File: config.mk
export PLATFORM = sky130hd
export DESIGN_NAME = haar_idwt_stage
export DESIGN_NICKNAME = d
export VERILOG_FILES = /design/src/rtl/haar_idwt_stage.sv
export SDC_FILE = /design/constraint.sdc
export NUM_CORES = 1
export LEC_CHECK = 0
export BUFFER_PORTS_ARGS = -buffer_cell sky130_fd_sc_hd__buf_2
export CAP_MARGIN = 20
export CORE_UTILIZATION = 35
export CTS_BUF_LIST = sky130_fd_sc_hd__clkbuf_4 sky130_fd_sc_hd__clkbuf_8 sky130_fd_sc_hd__clkbuf_16
export DETAILED_ROUTE_END_ITERATION = 16
export GPL_TIMING_DRIVEN = 0
export MAX_ROUTING_LAYER = met4
export PLACE_DENSITY = 0.53
export SLEW_MARGIN = 5
export SYNTH_ARGS = -nofsm -noshare
export SYNTH_HDL_FRONTEND = slang
export SYNTH_SLANG_ARGS = --single-unit
File: constraint.sdc
create_clock -name clk -period 7.45 [get_ports clk]
set_input_delay 1.49 -clock clk [delete_from_list [all_inputs] [get_ports clk]]
set_output_delay 1.49 -clock clk [all_outputs]
set_load 0.005 [all_outputs]
File: src/rtl/haar_idwt_stage.sv
// Single-level inverse Haar reconstruction: pairs buffered approximations with
// thresholded details and emits x0 = a + d, x1 = a - d on consecutive clocks.
// Optional macro IDWT_SATURATE_EN: clamp results instead of two's-complement wrap.
//
// state | meaning
// IDLE  | waiting for a detail; a match here pops the FIFO and registers x0
// ODD   | x0 on the output, held x1 goes out next; any detail is an overrun
module haar_idwt_stage #(
    parameter int ADC_WIDTH  = 14,
    parameter int FIFO_DEPTH = 8
) (
    input  logic                          clk,
    input  logic                          rst,
    input  logic [ADC_WIDTH-1:0]          approx_in,
    input  logic                          approx_valid,
    input  logic [ADC_WIDTH-1:0]          detail_in,
    input  logic                          detail_valid,
    input  logic                          reconstruct_en,
    output logic [ADC_WIDTH-1:0]          sample_out,
    output logic                          sample_valid,
    output logic                          sample_phase,
    output logic [$clog2(FIFO_DEPTH):0]   fifo_level,
    output logic                          overflow_err,
    output logic                          underflow_err,
    output logic                          overrun_err
);

    localparam int PW = $clog2(FIFO_DEPTH);
    localparam int CW = PW + 1;

    typedef enum logic {
        IDLE = 1'b0,
        ODD  = 1'b1
    } state_t;

    state_t                 state;
    state_t                 state_nxt;

    logic [ADC_WIDTH-1:0]   mem [FIFO_DEPTH];
    logic [PW-1:0]          wr_ptr;
    logic [PW-1:0]          rd_ptr;
    logic [CW-1:0]          count;
    logic                   fifo_empty;
    logic                   fifo_full;

    logic                   match;
    logic                   emit_x1;
    logic                   underflow_hit;
    logic                   overrun_hit;
    logic                   push;
    logic                   pop;
    logic                   overflow_hit;

    logic [ADC_WIDTH-1:0]   a_head;
    logic [ADC_WIDTH-1:0]   d_eff;
    logic [ADC_WIDTH-1:0]   x0_val;
    logic [ADC_WIDTH-1:0]   x1_val;
    logic [ADC_WIDTH-1:0]   x1_hold;

    assign fifo_empty = (count == '0);
    assign fifo_full  = (count == CW'(FIFO_DEPTH));
    assign fifo_level = count;

    always_comb begin
        state_nxt     = state;
        match         = 1'b0;
        emit_x1       = 1'b0;
        underflow_hit = 1'b0;
        overrun_hit   = 1'b0;
        case (state)
            IDLE: begin
                if (detail_valid) begin
                    if (!fifo_empty) begin
                        match     = 1'b1;
                        state_nxt = ODD;
                    end else begin
                        underflow_hit = 1'b1;
                    end
                end
            end
            ODD: begin
                emit_x1   = 1'b1;
                state_nxt = IDLE;
                if (detail_valid) begin
                    overrun_hit = 1'b1;
                end
            end
            default: state_nxt = IDLE;
        endcase
    end

    // The pop frees a slot in the same cycle, so push+pop on a full FIFO is legal.
    assign pop          = match;
    assign push         = approx_valid && (!fifo_full || pop);
    assign overflow_hit = approx_valid && fifo_full && !pop;

    assign a_head = mem[rd_ptr];
    assign d_eff  = reconstruct_en ? detail_in : '0;

`ifdef IDWT_SATURATE_EN
    localparam logic [ADC_WIDTH-1:0] SAT_MAX = {1'b0, {(ADC_WIDTH-1){1'b1}}};
    localparam logic [ADC_WIDTH-1:0] SAT_MIN = {1'b1, {(ADC_WIDTH-1){1'b0}}};

    logic [ADC_WIDTH:0] sum_w;
    logic [ADC_WIDTH:0] diff_w;

    assign sum_w  = {a_head[ADC_WIDTH-1], a_head} + {d_eff[ADC_WIDTH-1], d_eff};
    assign diff_w = {a_head[ADC_WIDTH-1], a_head} - {d_eff[ADC_WIDTH-1], d_eff};

    // Top two bits disagree only when the result left the ADC_WIDTH range.
    always_comb begin
        x0_val = sum_w[ADC_WIDTH-1:0];
        x1_val = diff_w[ADC_WIDTH-1:0];
        if (sum_w[ADC_WIDTH] != sum_w[ADC_WIDTH-1]) begin
            x0_val = sum_w[ADC_WIDTH] ? SAT_MIN : SAT_MAX;
        end
        if (diff_w[ADC_WIDTH] != diff_w[ADC_WIDTH-1]) begin
            x1_val = diff_w[ADC_WIDTH] ? SAT_MIN : SAT_MAX;
        end
    end
`else
    assign x0_val = a_head + d_eff;
    assign x1_val = a_head - d_eff;
`endif

    always_ff @(posedge clk) begin
        if (push) begin
            mem[wr_ptr] <= approx_in;
        end
    end

    always_ff @(posedge clk) begin
        if (rst) begin
            state         <= IDLE;
            wr_ptr        <= '0;
            rd_ptr        <= '0;
            count         <= '0;
            sample_out    <= '0;
            sample_valid  <= 1'b0;
            sample_phase  <= 1'b0;
            x1_hold       <= '0;
            overflow_err  <= 1'b0;
            underflow_err <= 1'b0;
            overrun_err   <= 1'b0;
        end else begin
            state <= state_nxt;

            if (push) begin
                wr_ptr <= wr_ptr + PW'(1);
            end
            if (pop) begin
                rd_ptr <= rd_ptr + PW'(1);
            end
            case ({push, pop})
                2'b10:   count <= count + CW'(1);
                2'b01:   count <= count - CW'(1);
                default: count <= count;
            endcase

            sample_valid <= match || emit_x1;
            if (match) begin
                sample_out   <= x0_val;
                sample_phase <= 1'b0;
                x1_hold      <= x1_val;
            end else if (emit_x1) begin
                sample_out   <= x1_hold;
                sample_phase <= 1'b1;
            end

            if (overflow_hit)  overflow_err  <= 1'b1;
            if (underflow_hit) underflow_err <= 1'b1;
            if (overrun_hit)   overrun_err   <= 1'b1;
        end
    end

endmodule
After elaboration in Yosys (flattened, before gate mapping) --
Memories as Yosys holds them, arrays and structs flattened. A register that Yosys moved wholly into a read port is not among the register bits. Index checks and enable logic that the tools add are counted. W data, S select, Z words.
Storage, ports and cells: register bits after elaboration 44, RAM bits 112, bits of input ports 33, logic and storage cells 51, memories 1
Operators by class: add/subtract/negate cells 6, equality and inequality tests 3, mux-type cells 18, bitwise logic cells 1, reductions and logical operators 11
Memory list:
- mem | words 8, width 14, read ports 1, clocked after memory_dff 1, write ports 1, RTL line 39 | logic [ADC_WIDTH-1:0] mem [FIFO_DEPTH];
Operators by type and width (number):
- $mux W14 | 3
- $add A14 B14 Y14 | 1
- $sub A14 B14 Y14 | 1
- $mux W1 | 11
- $pmux W4 S2 | 1
- $add A3 B1 Y3 const B | 2
- $mux W3 | 2
- $add A4 B1 Y4 const B | 1
- $eq A4 B4 Y1 const B | 1
- $logic_not A4 Y1 | 1
- $reduce_bool A2 Y1 | 2
- $sub A4 B1 Y4 const B | 1
- $logic_and A1 B1 Y1 | 3
- $eq A2 B1 Y1 const B | 1
- $eq A2 B2 Y1 const B | 1
- $logic_not A1 Y1 | 2
- $logic_or A1 B1 Y1 | 2
- $pmux W1 S2 | 1
- $reduce_or A2 Y1 | 1
- $not A1 Y1 | 1

Depth between registers and ports, before layout --
Gate-level depths: netlist (run 1).
depth after elaboration 8, mapped depth 15

Worst setup path after synthesis (run 1) --
No wires, ideal clock.
path type input-to-reg, start point input port reconstruct_en, end point register x1_hold[12], library setup time 0.133 ns, data arrival time 3.521 ns, slack 3.796 ns, stages on the path 11, buffers on the path 1, path through clkbuf_1 -> and2_1 -> ha_1 -> fa_1 -> o21bai_1 -> a21oi_1 -> o21ai_1 -> a41oi_2 -> o311ai_1 -> xor2_1 -> a211oi_2
On the way: longest elaborated chain between the ends 2
RTL lines:
- start, declared | RTL line 18 | input logic reconstruct_en,
- $mux W14 | RTL line 98 | assign d_eff = reconstruct_en ? detail_in : '0;
- $sub A14 B14 Y14 | RTL line 123 | assign x1_val = a_head - d_eff;
- end signal, assigned | RTL line 164 | x1_hold <= x1_val;
- end, declared | RTL line 58 | logic [ADC_WIDTH-1:0] x1_hold;
Every way passes these cells. A chain may end at the register's enable or synchronous reset.

==> flow_metrics.tcl, run 1 <==
set metrics [dict create \
    drc 0 \
    cap_violations 0 \
    startpoint_type "flop" \
    num_vias 4550 \
    worst_hold_slack_ns 0.4655 \
    antenna_found_initial 2 \
    ys_seq_elements 159 \
    tns_ns 0 \
    synth_top_family_by_area "multiplexers" \
    muxShareOfSynthArea_pct 10.87 \
    hp-class "reg2reg" \
    finClkSkew_ns 0.008276 \
    crit_type "reg2reg" \
    wl_per_cell_um 17.38 \
    synth_top_area_share_pct 46.00 \
    tritoncts "built" \
    io_pins 56 \
    rsz0062_at_grt "false" \
    vdd_drop_max_uv 165.7 \
    arrival_ns 4.75 \
    ctsResizeCount 0 \
    synthXorXnorAreaFrac_pct 3.235 \
    viasPerCell 4.940 \
    gp_congestion 0.8183 \
    grt_util_met1_pct 20.08 \
    setup_violations 0 \
    place_hpwl_um 11750 \
    crit_required_ns 7.80 \
    ctsHoldBuffers 0 \
    postLayoutCoreUtil_pct 42.20 \
    die_area_um2 21470 \
    postCtsSetupBuffers 0 \
    final_common_cell "edfxtp_1" \
    reg2reg_slack_ns 3.05 \
    placed_cell_area_um2 8043 \
    async_reset_ff_share_pct 0 \
    synthesis.nets 621 \
    min_period_ns 4.404 \
    yosys-top-cells-area "edfxtp_1 46%, dfxtp_1 13%, mux4_2 8.6%, ha_1 5.3%, nor2_1 3.0%" \
    synth_fa_ha_area_share_pct 6.127 \
    chipWidth_um 146.5 \
    power-per-cell-area_nw_per_um2 341.4 \
    synth_compound_area_share_pct 8.831 \
    outcome "finished, final reports clean" \
    grt_first_pass_wirelength_um 25610 \
    root_buffer "clkbuf_16" \
    grtUsageTotal_pct 16.43 \
    post-route-period-util_pct 59.12 \
    drtPass1Iterations 5 \
    floorplan.initialDensity_pct 35.90 \
    dr.first_iter.drc_count 338 \
    grt_pass1_vias 4661 \
    area_growth_pct 17.54 \
    endpoint_kind "flop" \
    yosysSeqAreaShare_pct 58.87 \
    met2_usage_pct 27.19 \
    busiest_layer "met2" \
    cpPeakStageDelay_ns 0.65 \
    mostFrequentLayoutCells "112 x edfxtp_1, 62 x buf_2, 55 x nor2_1" \
    synth_edf_count 112 \
    grt-ovfl-total 0 \
    ys_warn_count 0 \
    clk_pin_slew_ns 0.06 \
    grt_start_max_net_pins 17 \
    cp_max_fo 10 \
    max_slew_margin_pct 48.92 \
    p_leak_uw 0.003112 \
    cts_max_level 4 \
    numClockSinks 159 \
    synthFlopType "edfxtp_1" \
    fillCellCount 1901 \
    cp_common_cell "clkbuf_1" \
    die-height_um 146.5 \
    slowest_stage "clkbuf_1" \
    rows 52 \
    port_buffers 54 \
    netlist_instances 554 \
    drive_gt1_share_pct 24.96 \
    tightest_slew_ns 0.7620 \
    grt.met3_usage_pct 3.625 \
    fmax_mhz 227.0 \
    cts_made_buffers 17 \
    routed_wl_um 16010 \
    final_hold_viol_count 0 \
    yosys.area_share.simple_pct 8.900 \
    post_synth_num_cell_types 52 \
    yosys.area.top_type "edfxtp_1" \
    syn_area_per_cell_um2 13.20 \
    ant_nets 0 \
    drv_slew 0 \
    clock_latency_ns 0.43 \
    path_cells "clkbuf_1 -> clkbuf_1 -> mux4_2 -> mux2i_1 -> inv_1 -> ha_1 -> nor2_1 -> o311a_1 -> nor2_2 -> o41ai_2 -> a21oi_1 -> xor2_1 -> a211oi_2" \
    layout.nets 703 \
    coreArea_um2 20360 \
    cts_buffer_depth 2 \
    synth_area_um2 7311 \
    stdcell_area_um2 8593 \
]
[synth_stat cells (2+ instances only)]
cell type	number
a211oi_1	7
a211oi_2	2
a21o_1	5
a21oi_1	38
a311oi_1	7
a31oi_1	2
and2_1	13
and3_1	2
buf_2	8
clkbuf_1	15
dfxtp_1	47
edfxtp_1	112
fa_1	3
ha_1	31
inv_1	31
mux2_2	11
mux2i_1	4
mux4_2	28
nand2_1	27
nand2b_1	8
nand3_1	4
nor2_1	58
nor2b_1	6
nor3_1	10
nor4_1	3
o211ai_1	2
o21a_1	4
o21ai_0	8
o21ai_1	2
o21bai_1	4
or3_1	4
or4_1	3
xnor2_1	16
xor2_1	11
[stage by stage]
stage                     std cells  setup WS, ns  power [µW]
final                           921         3.046        2934
after global routing            921         2.693        3126
after global placement          878         2.196        2129
after detailed placement        887         2.991        2151
after floorplan                 554         3.796        1868
after CTS                       919         2.959        2964
[registers in the layout (all words and copies together), names as in the netlist, named ones only]
name / count
overflow_err: 1
fifo_level: 4
sample_phase: 1
mem: 112
rd_ptr: 3
overrun_err: 1
sample_out: 14
sample_valid: 1
underflow_err: 1
x1_hold: 14
wr_ptr: 3
state: 1
[layer usage]
layer	routed length (µm)	part of all wire, %	up-vias
li1	-	-	2212
met1	7198	45	2215
met2	7950	50	114
met3	744	4.6	9
met4	114	0.71	0
met5	0	0	-
[cell families after synthesis]
| group | after synthesis |
|---|---|
| AOI/OAI and AO/OA | 94 |
| muxes | 43 |
| adders and majority gates | 34 |
| and+or+nand+nor | 140 |
| DFF | 159 |
| buffers and inverters | 57 |
| xor gates and xnor gates | 27 |
[cell type report]
cell class,count,area [µm²],area share (%)
Multi-Input combinational cell,338,2809,32.69
Tap cell,270,337.8,3.931
Buffer,25,111.4,1.296
Antenna cell,2,5.005,0.05824
Inverter,32,120.1,1.398
Clock inverter,13,105.1,1.223
Sequential cell,159,4304,50.09
Timing Repair Buffer,63,360.3,4.193
Clock buffer,19,440.4,5.125
[path summary, 6_finish.rpt]
check	to	cells past startpoint	start
worst max-delay path	x1_hold[13]$_SDFFE_PP0N_	13	flop
worst min-delay path	overrun_err$_SDFFE_PP0P_	2	overrun_err$_SDFFE_PP0P_
worst max register to register	x1_hold[13]$_SDFFE_PP0N_	13	flop
worst min register to register	overrun_err$_SDFFE_PP0P_	2	overrun_err$_SDFFE_PP0P_
[critical path, delay by kind of cell (launching register included)]
kind / cells / cell delay (ns)
adders and majority gates: 1 / 0.34
muxes: 2 / 0.86
buffers and inverters: 3 / 1.32
DFF: 1 / 0.32
xor gates and xnor gates: 1 / 0.19
and+or+nand+nor: 2 / 0.20
AOI/OAI and AO/OA: 4 / 1.09
[report_power, final]
part / switching [µW] / internal [µW] / leakage, µW
Sequential: 55.0 / 1060 / 0.00140
Combinational: 581 / 431 / 0.00145
Clock: 367 / 440 / 0.000263
Total: 1000 / 1930 / 0.00311
No activity file was read; power rests on OpenSTA's default activity.
==> run 2: changes to the inputs <==
Clock period 7.45 ns to 4.3 ns, I/O delays scaled along.
==> flow_metrics.tcl, run 2 (synthesized netlist as in run 1, its figures left out) <==
set metrics [dict create \
    outcome "finished, final reports clean" \
    crit_cells 13 \
    crit_family "compound AO/OA/AOI/OAI gates" \
    grtUsageTotal_pct 16.43 \
    vdd_drop_max_uv 286.3 \
    ant_nets 0 \
    reg2reg_slack_ns 0.31 \
    mostFrequentLayoutCells "112 x edfxtp_1, 62 x buf_2, 55 x nor2_1" \
    wl_per_cell_um 17.38 \
    antenna_found_initial 2 \
    placed_cell_area_um2 8043 \
    die-height_um 146.5 \
    finClkSkew_ns 0.01036 \
    startpoint_type "flop" \
    gp_congestion 0.8183 \
    cp_max_fo 10 \
    drc 0 \
    min_to "overrun_err$_SDFFE_PP0P_" \
    reg_top3 "mem (112), sample_out (14), x1_hold (14)" \
    tritoncts "built" \
    cts_max_level 4 \
    area_growth_pct 17.53 \
    whs_path_depth 2 \
    port_buffers 54 \
    stdcell_area_um2 8592 \
    clk_pin_slew_ns 0.06 \
    largest_register "mem" \
    layout.nets 702 \
    final_hold_viol_count 0 \
    place_hpwl_um 11750 \
    cap_violations 0 \
    cts_buffer_depth 2 \
    cpPeakStageDelay_ns 0.55 \
    min_period_ns 3.993 \
    rows 52 \
    io_pins 56 \
    path_buf_inv 3 \
    root_buffer "clkbuf_16" \
    rsz0062_at_grt "false" \
    clock_latency_ns 0.43 \
    hp-class "reg2reg" \
    grt-ovfl-total 0 \
    ff2ff_path_depth 13 \
    grt_first_pass_wirelength_um 25610 \
    p_leak_uw 0.003115 \
    worst_hold_slack_ns 0.4640 \
    max_slew_margin_pct 47.61 \
    drv_slew 0 \
    chipWidth_um 146.5 \
    tightest_slew_ns 0.7817 \
    setup_violations 0 \
    path_cells "buf_6 -> buf_2 -> mux4_2 -> mux2i_1 -> inv_1 -> ha_1 -> nor2_1 -> o311a_1 -> nor2_2 -> o41ai_2 -> a21oi_1 -> xor2_1 -> a211oi_2" \
    drive_gt1_share_pct 25.31 \
    dr.first_iter.drc_count 359 \
    final_common_cell "edfxtp_1" \
    fmax_mhz 250.4 \
    coreArea_um2 20360 \
    grt_pass1_vias 4661 \
    endpoint_kind "flop" \
    die_area_um2 21470 \
    cts_made_buffers 17 \
    crit_required_ns 4.65 \
    arrival_ns 4.34 \
    num_vias 4523 \
    floorplan.initialDensity_pct 35.90 \
    viasPerCell 4.916 \
    crit_type "reg2reg" \
    post-route-period-util_pct 92.87 \
    reg2reg_to "x1_hold[13]$_SDFFE_PP0N_" \
    power-per-cell-area_nw_per_um2 591.2 \
    hold_path.startpoint "overrun_err$_SDFFE_PP0P_" \
    largest_reg_flops 112 \
    numClockSinks 159 \
    slowest_stage "mux4_2" \
    routed_wl_um 15990 \
    drtPass1Iterations 6 \
    fillCellCount 1903 \
    grt_start_max_net_pins 17 \
]
==> run 2: cell types whose count changed in the layout (fill, tap and decap cells not counted) <==
| cell | before | now |
|---|---|---|
| dfxtp_1 | 47 | 46 |
| clkbuf_2 | 0 | 1 |
| clkbuf_1 | 15 | 13 |
| dfxtp_2 | 0 | 1 |
==> run 2: per-stage QoR <==
step	TNS [ns]	setup WS, ns	utilization, %	cells	power, µW
after floorplan	0	0.9318	-	554	3236
after global placement	-4.589	-0.3243	38.89	878	3688
after detailed placement	-0.2973	-0.1590	39.49	887	3727
after CTS	0	0.06553	42.18	919	5135
after global routing	0	0.0004170	42.19	920	5415
final	0	0.3066	42.19	920	5079
==> run 2: cell type report <==
type | count | area [µm²] | share of cell area [%]
flip-flops and latches | 159 | 4305 | 50.11
multi-input cells | 338 | 2809 | 32.69
clock buffers | 19 | 440.4 | 5.126
repair buffers | 63 | 360.3 | 4.194
well taps | 270 | 337.8 | 3.932
inverters | 32 | 120.1 | 1.398
plain buffers | 24 | 108.9 | 1.267
clock inverters | 13 | 105.1 | 1.223
diodes | 2 | 5.005 | 0.05825
==> run 2: how the worst max path moves through the flow <==
stage	from	to
2_1_floorplan	flop	x1_hold[13]$_SDFFE_PP0N_
3_3_place_gp	detail_valid	mem[0][12]$_DFFE_PP_
3_5_place_dp	flop	x1_hold[13]$_SDFFE_PP0N_
4_1_cts	flop	x1_hold[13]$_SDFFE_PP0N_
5_1_grt	flop	x1_hold[13]$_SDFFE_PP0N_
6_report	flop	x1_hold[13]$_SDFFE_PP0N_
==> run 2: timing repair <==
item	4_1_cts	5_1_grt
resized for setup	1	1
setup buffers	0	0
hold buffers	0	0
endpoints found under the setup margin	3	8
cloned	0	0
==> run 2: layer usage <==
layer / routed length (µm) / vias up / track usage [%]
li1: - / 2210 / -
met5: 0 / - / -
met2: 7929 / 102 / 27.19
met1: 7222 / 2199 / 20.08
met4: 142 / 0 / 4.844
met3: 696 / 12 / 3.625
==> run 2: where the power goes <==
group | leakage [µW] | switching [µW] | total (µW) | internal (µW)
logic | 0.00145 | 1000 | 1750 | 746
clock network | 0.000263 | 635 | 1400 | 762
registers | 0.00140 | 101 | 1940 | 1840
==> run 2: worst register-to-register path, stage by stage, from the launching register on <==
cell      delay (ns)
dfxtp_1         0.33
buf_6           0.19
buf_2           0.40
mux4_2          0.55
mux2i_1         0.46
inv_1           0.15
ha_1            0.34
nor2_1          0.13
o311a_1         0.22
nor2_2          0.08
o41ai_2         0.48
a21oi_1         0.18
xor2_1          0.19
a211oi_2        0.21
